--- config.mk ---
export PLATFORM = sky130hd
export DESIGN_NAME = node_link_tx_flat
export DESIGN_NICKNAME = d
export VERILOG_FILES = /design/src/rtl/node_link_tx_if.sv /design/src/rtl/node_link_tx.sv /design/src/flat_wrapper.sv
export SDC_FILE = /design/constraint.sdc
export NUM_CORES = 1
export LEC_CHECK = 0
export ABC_AREA = 1
export CORE_ASPECT_RATIO = 1.5
export CORE_MARGIN = 3
export CORE_UTILIZATION = 56
export CTS_BUF_LIST = sky130_fd_sc_hd__clkbuf_8
export DETAILED_ROUTE_END_ITERATION = 7
export HOLD_SLACK_MARGIN = 0.12
export PLACE_DENSITY = 0.87
export REMOVE_ABC_BUFFERS = 1
export SETUP_SLACK_MARGIN = 0.5
export SLEW_MARGIN = 20
export SYNTH_ARGS = -nofsm -noshare
export SYNTH_HDL_FRONTEND = slang
export SYNTH_SLANG_ARGS = --single-unit
--- constraint.sdc ---
create_clock -name clk -period 3.75 [get_ports clk]
set_clock_uncertainty 0.1 [all_clocks]
set_input_delay 0.5625 -clock clk [delete_from_list [all_inputs] [get_ports clk]]
set_output_delay 0.5625 -clock clk [all_outputs]
set_load 0.02 [all_outputs]
--- src/rtl/node_link_tx_if.sv ---
// Bundle of the request, neighbour link, response and result ports of node_link_tx.
// slave is the node_link_tx side; master is the controller/fabric side.
interface node_link_tx_if #(
  parameter int W = 2,
  parameter int N = 4
);
  localparam int S = (N > 1) ? $clog2(N) : 1;

  logic           req_valid;
  logic           req_ready;
  logic [W-1:0]   req_self;
  logic [N*W-1:0] req_nbr;
  logic           tx_valid;
  logic           tx_ready;
  logic [S-1:0]   tx_slot;
  logic [W-1:0]   tx_data;
  logic [W-1:0]   tx_self;
  logic           tx_last;
  logic           rsp_valid;
  logic           rsp_bit;
  logic           out_valid;
  logic           out_ready;
  logic [N-1:0]   out_mask;
  logic           out_err;
  logic           busy;

  modport slave (
    input  req_valid, req_self, req_nbr, tx_ready, rsp_valid, rsp_bit, out_ready,
    output req_ready, tx_valid, tx_slot, tx_data, tx_self, tx_last,
           out_valid, out_mask, out_err, busy
  );

  modport master (
    output req_valid, req_self, req_nbr, tx_ready, rsp_valid, rsp_bit, out_ready,
    input  req_ready, tx_valid, tx_slot, tx_data, tx_self, tx_last,
           out_valid, out_mask, out_err, busy
  );
endinterface

--- src/rtl/node_link_tx.sv ---
// Serializes a node's neighbour values to the compare fabric one slot at a time
// and assembles the per-slot response bits into an N-bit mask.
module node_link_tx #(
  parameter int W   = 2,
  parameter int N   = 4,
  parameter int TMO = 15
) (
  input logic           clk,
  input logic           rst,
  node_link_tx_if.slave link
);
  localparam int S  = (N > 1) ? $clog2(N) : 1;
  localparam int TW = (TMO > 1) ? $clog2(TMO) : 1;
  localparam logic [TW-1:0] TMO_LAST  = TW'(TMO - 1);
  localparam logic [S-1:0]  SLOT_LAST = S'(N - 1);

  typedef enum logic [1:0] {
    IDLE     = 2'd0,
    SEND     = 2'd1,
    WAIT_RSP = 2'd2,
    DONE     = 2'd3
  } state_t;

  state_t         r_state;
  logic [W-1:0]   r_self;
  logic [N*W-1:0] r_nbr;
  logic [S-1:0]   r_slot;
  logic [TW-1:0]  r_tmo;
  logic [N-1:0]   r_mask;
  logic           r_err;

  logic           r_req_ready;
  logic           r_tx_valid;
  logic [S-1:0]   r_tx_slot;
  logic [W-1:0]   r_tx_data;
  logic [W-1:0]   r_tx_self;
  logic           r_tx_last;
  logic           r_out_valid;
  logic [N-1:0]   r_out_mask;
  logic           r_out_err;
  logic           r_busy;

  logic           w_tmo_hit;
  logic           w_slot_done;
  logic [S-1:0]   w_slot_nxt;
  logic [N-1:0]   w_mask_upd;
  logic           w_err_upd;

  // Slot completion: a response in the final timeout cycle takes priority over the timeout.
  always_comb begin
    w_tmo_hit          = !link.rsp_valid && (r_tmo == TMO_LAST);
    w_slot_done        = link.rsp_valid || w_tmo_hit;
    w_slot_nxt         = (r_slot == SLOT_LAST) ? r_slot : r_slot + S'(1);
    w_mask_upd         = r_mask;
    w_mask_upd[r_slot] = link.rsp_valid & link.rsp_bit;
    w_err_upd          = r_err | w_tmo_hit;
  end

  // Control FSM with all outputs registered.
  always_ff @(posedge clk) begin
    if (rst) begin
      r_state     <= IDLE;
      r_self      <= '0;
      r_nbr       <= '0;
      r_slot      <= '0;
      r_tmo       <= '0;
      r_mask      <= '0;
      r_err       <= 1'b0;
      r_req_ready <= 1'b1;
      r_tx_valid  <= 1'b0;
      r_tx_slot   <= '0;
      r_tx_data   <= '0;
      r_tx_self   <= '0;
      r_tx_last   <= 1'b0;
      r_out_valid <= 1'b0;
      r_out_mask  <= '0;
      r_out_err   <= 1'b0;
      r_busy      <= 1'b0;
    end else begin
      case (r_state)
        IDLE: begin
          if (link.req_valid) begin
            r_self      <= link.req_self;
            r_nbr       <= link.req_nbr;
            r_slot      <= '0;
            r_tmo       <= '0;
            r_mask      <= '0;
            r_err       <= 1'b0;
            r_req_ready <= 1'b0;
            r_busy      <= 1'b1;
            r_tx_valid  <= 1'b1;
            r_tx_slot   <= '0;
            r_tx_data   <= link.req_nbr[W-1:0];
            r_tx_self   <= link.req_self;
            r_tx_last   <= (SLOT_LAST == '0);
            r_state     <= SEND;
          end
        end
        SEND: begin
          if (link.tx_ready) begin
            r_tx_valid <= 1'b0;
            r_tmo      <= '0;
            r_state    <= WAIT_RSP;
          end
        end
        WAIT_RSP: begin
          if (w_slot_done) begin
            r_mask <= w_mask_upd;
            r_err  <= w_err_upd;
            if (r_slot == SLOT_LAST) begin
              r_out_valid <= 1'b1;
              r_out_mask  <= w_mask_upd;
              r_out_err   <= w_err_upd;
              r_state     <= DONE;
            end else begin
              r_slot     <= w_slot_nxt;
              r_tx_valid <= 1'b1;
              r_tx_slot  <= w_slot_nxt;
              r_tx_data  <= r_nbr[w_slot_nxt*W +: W];
              r_tx_last  <= (w_slot_nxt == SLOT_LAST);
              r_state    <= SEND;
            end
          end else begin
            r_tmo <= r_tmo + TW'(1);
          end
        end
        DONE: begin
          if (link.out_ready) begin
            r_out_valid <= 1'b0;
            r_busy      <= 1'b0;
            r_req_ready <= 1'b1;
            r_state     <= IDLE;
          end
        end
        default: begin
          r_tx_valid  <= 1'b0;
          r_out_valid <= 1'b0;
          r_busy      <= 1'b0;
          r_req_ready <= 1'b1;
          r_state     <= IDLE;
        end
      endcase
    end
  end

  assign link.req_ready = r_req_ready;
  assign link.tx_valid  = r_tx_valid;
  assign link.tx_slot   = r_tx_slot;
  assign link.tx_data   = r_tx_data;
  assign link.tx_self   = r_tx_self;
  assign link.tx_last   = r_tx_last;
  assign link.out_valid = r_out_valid;
  assign link.out_mask  = r_out_mask;
  assign link.out_err   = r_out_err;
  assign link.busy      = r_busy;
endmodule

--- src/flat_wrapper.sv ---
// flat-port wrapper written by rule: the top's interface ports become plain ports
module node_link_tx_flat 
#(
  parameter int W   = 2,
  parameter int N   = 4,
  parameter int TMO = 15
)
  (clk, rst, link_req_valid, link_req_self, link_req_nbr, link_tx_ready, link_rsp_valid, link_rsp_bit, link_out_ready, link_req_ready, link_tx_valid, link_tx_slot, link_tx_data, link_tx_self, link_tx_last, link_out_valid, link_out_mask, link_out_err, link_busy);
  node_link_tx_if #(.W(W), .N(N)) link_i ();
  input logic clk;
  input logic rst;
  input wire logic [$bits(link_i.req_valid)-1:0] link_req_valid;
  input wire logic [$bits(link_i.req_self)-1:0] link_req_self;
  input wire logic [$bits(link_i.req_nbr)-1:0] link_req_nbr;
  input wire logic [$bits(link_i.tx_ready)-1:0] link_tx_ready;
  input wire logic [$bits(link_i.rsp_valid)-1:0] link_rsp_valid;
  input wire logic [$bits(link_i.rsp_bit)-1:0] link_rsp_bit;
  input wire logic [$bits(link_i.out_ready)-1:0] link_out_ready;
  output wire logic [$bits(link_i.req_ready)-1:0] link_req_ready;
  output wire logic [$bits(link_i.tx_valid)-1:0] link_tx_valid;
  output wire logic [$bits(link_i.tx_slot)-1:0] link_tx_slot;
  output wire logic [$bits(link_i.tx_data)-1:0] link_tx_data;
  output wire logic [$bits(link_i.tx_self)-1:0] link_tx_self;
  output wire logic [$bits(link_i.tx_last)-1:0] link_tx_last;
  output wire logic [$bits(link_i.out_valid)-1:0] link_out_valid;
  output wire logic [$bits(link_i.out_mask)-1:0] link_out_mask;
  output wire logic [$bits(link_i.out_err)-1:0] link_out_err;
  output wire logic [$bits(link_i.busy)-1:0] link_busy;
  assign link_i.req_valid = link_req_valid;
  assign link_i.req_self = link_req_self;
  assign link_i.req_nbr = link_req_nbr;
  assign link_i.tx_ready = link_tx_ready;
  assign link_i.rsp_valid = link_rsp_valid;
  assign link_i.rsp_bit = link_rsp_bit;
  assign link_i.out_ready = link_out_ready;
  assign link_req_ready = link_i.req_ready;
  assign link_tx_valid = link_i.tx_valid;
  assign link_tx_slot = link_i.tx_slot;
  assign link_tx_data = link_i.tx_data;
  assign link_tx_self = link_i.tx_self;
  assign link_tx_last = link_i.tx_last;
  assign link_out_valid = link_i.out_valid;
  assign link_out_mask = link_i.out_mask;
  assign link_out_err = link_i.out_err;
  assign link_busy = link_i.busy;
  node_link_tx #(.W(W), .N(N), .TMO(TMO)) u_core (.clk(clk), .rst(rst), .link(link_i));
endmodule
==> results.md <==
- Status: complete, no violations
- Die Footprint: 3466 µm²
- Final setup viols: 0
- Most frequent cells in the layout: nand2_1 (46), nor2_1 (33), dfxtp_1 (33)
- Max rail drop VDD: 0.3663 mV
- CP Capture Type: primary output
- DRT iter0 DRCs: 31
- H-tree depth: 2
- Nets@finish: 274
- Slew HR: 70.89%
- Pre-CTS setup slack: 1728 ps
- Die Y-Extent: 70.62 µm
- Worst-path fanout max: 8
- Critical path depth: 1
- Total gr overflow: 0
- Cell Area, Synth: 1559 µm²
- Drt pass-1 iters: 4
- GRT Total Usage: 21.54%
- Slew at the pin closest to its max-slew limit: 436.2 ps
- Max Root-Sink Buffers: 2
- I/O Buffers: 32
- Final worst path period share: 55.10%
- Most common cell after layout, fill and taps aside: nand2_1
- Post-layout min period: 2066 ps
- Share of cells above drive strength 1: 8.235%
- Global-route wire length before repair: 6023 µm
- Mean Syn Cell Area: 7.022 µm²
- Sequential fraction of the synthesis area: 42.38%
- Clk_lat worst skew: 280 ps
- Initial antenna violation count: 0
- Diode count: 0
- Worst Reg-to-Reg Cells: 9
- Area growth syn-to-layout: 26.40%
- Top-area cell type share of the netlist area: 42.38%
- Fin. Hold Viols: 0
- Cells along the critical path: clkdlybuf4s50_1
- TritonCTS Buffers: 5
- Hold path depth: 2
- Core box area: 2560 µm²
- Area contributors post-synth: dfxtp_1 (42%), nand2_1 (11%), nand3_1 (8.7%)
- Cell Rows: 22
- Delay of the slowest critical-path stage: 660 ps
- Max-cap violations: 0
- CTS tree: done
- Buffers & Inverters on Critical Path: 1
- Yosys top cell by area: dfxtp_1
- Unrepaired setup endpoints after global routing: false
- Worst Path Class, Setup: reg2out
- Pwr Density: 392.6 nW/µm²
- Final worst setup slack: 1684 ps
- WP data arrival: 1400 ps
- Post-CTS setup buffers: 0
- Synth Instances: 222
- Largest net degree at the start of global routing: 21
- Chip width: 49.08 µm
- Worst endpoint required time: 3090 ps
- Critical path's top delay family: buffers and inverters
- Post-route ant nets: 0
- Clk Tree Root Cell: clkbuf_8
- Via-to-Cell Ratio: 5.148
- Worst-path clk slew: 60 ps
- Max Slew Vio Count: 0
- Vias in the first global route: 1440
- Max Clk Rate: 484.0 MHz
- Vias: 1498
- Wire per inst: 11.75 µm
- Final estimated routing congestion in global placement: 0.8096
- Top Ports: 33
- CTS resizes: 0
- DRC Markers: 0
- Hold crit path type: reg2reg
- Startpoint types: flop
- Setup TNS: 0 ps
- Synth Register Bits: 33
- Cell variety after synth: 24
- Yosys warning count: 0
- Initial core utilization: 60.90%
- CTS Hold Buffers Added: 0
- Leak: 0.0008689 µW
- Post-DP HPWL: 2418 µm
- Slowest stage cell on the critical path: clkdlybuf4s50_1
- Post-Route WL: 3418 µm
- Clock sinks: 33
-- cells in the mapped netlist --
library cell,n
a211oi_2,1
a21oi_1,21
buf_2,2
buf_4,1
buf_6,2
clkbuf_1,2
dfxtp_1,33
ha_1,2
inv_1,21
inv_2,3
nand2_1,46
nand2_2,7
nand3_1,27
nand4_1,1
nor2_1,33
nor2_2,1
nor2_4,1
nor2_8,1
o211ai_1,1
o21ai_0,10
o21ai_1,1
o21bai_1,2
or2_1,2
xnor2_1,1
-- worst paths after layout --
path / from / to / slack, ps
max: u_core.r_slot[1] / link_tx_slot[1] / 1680
min: u_core.link.out_mask[3] / u_core.link.out_mask[3] / 370
max reg2reg: u_core.r_tmo[0] / u_core.link.out_mask[1] / 2040
min reg2reg: u_core.link.out_mask[3] / u_core.link.out_mask[3] / 370
-- metrics by stage --
step                      util, %  cell area, µm²  cells  hold slack, ps  power, µW
after detailed placement    73.61            1884    284           344.1      520.1
final                       76.98            1971    291           366.9      773.6
after global routing        76.98            1971    291           390.8      811.3
after global placement      73.61            1884    284           344.2      517.1
after CTS                   76.98            1971    291           368.4      778.6
after floorplan                 -            1511    215           354.6      465.9
-- cell families (layout without fill, tap and decap cells) --
kind of cell / after synthesis / count (layout) / synth area share [%]
and+or+nand+nor: 119 / 119 / 34.11
xor gates and xnor gates: 1 / 1 / 0.5619
DFF: 33 / 33 / 42.38
buffers and inverters: 31 / 64 / 8.829
adders and majority gates: 2 / 2 / 1.605
AOI/OAI and AO/OA: 36 / 36 / 12.52
-- area by class of cell --
class                      instances  area (µm²)
sequential                        33       660.6
clock inverter                     1       3.754
timing repair buffer              33       327.8
fill                             209       589.3
clock buffer                       6       82.58
inverter                          24       90.09
tap                               36       45.04
multi-input combinational        158       760.7
-- flip-flops by register name, summed over array words and instances (netlist names), 2 cells and up --
| register | cells |
|---|---|
| u_core.link.tx_data | 2 |
| u_core.r_state | 2 |
| u_core.r_mask | 4 |
| u_core.r_tmo | 4 |
| u_core.r_slot | 2 |
| u_core.link.out_mask | 4 |
| u_core.r_nbr | 6 |
| u_core.link.tx_self | 2 |
-- where the power goes --
group          switching (µW)  internal [µW]  total [µW]
clock network             118            143         261
registers                13.8            370         384
logic                    73.9           55.6         129
total                     206            568         774
-- routing by layer --
metal  global-route usage, %  vias to the layer above  share of wire (%)
met1                   24.44                      672                 43
li1                        -                      776                  -
met4                   9.810                        0                2.5
met3                   4.632                        9                4.0
met2                   37.91                       41                 50
met5                       0                        -                  0
Power figures use the tool's default switching activity.
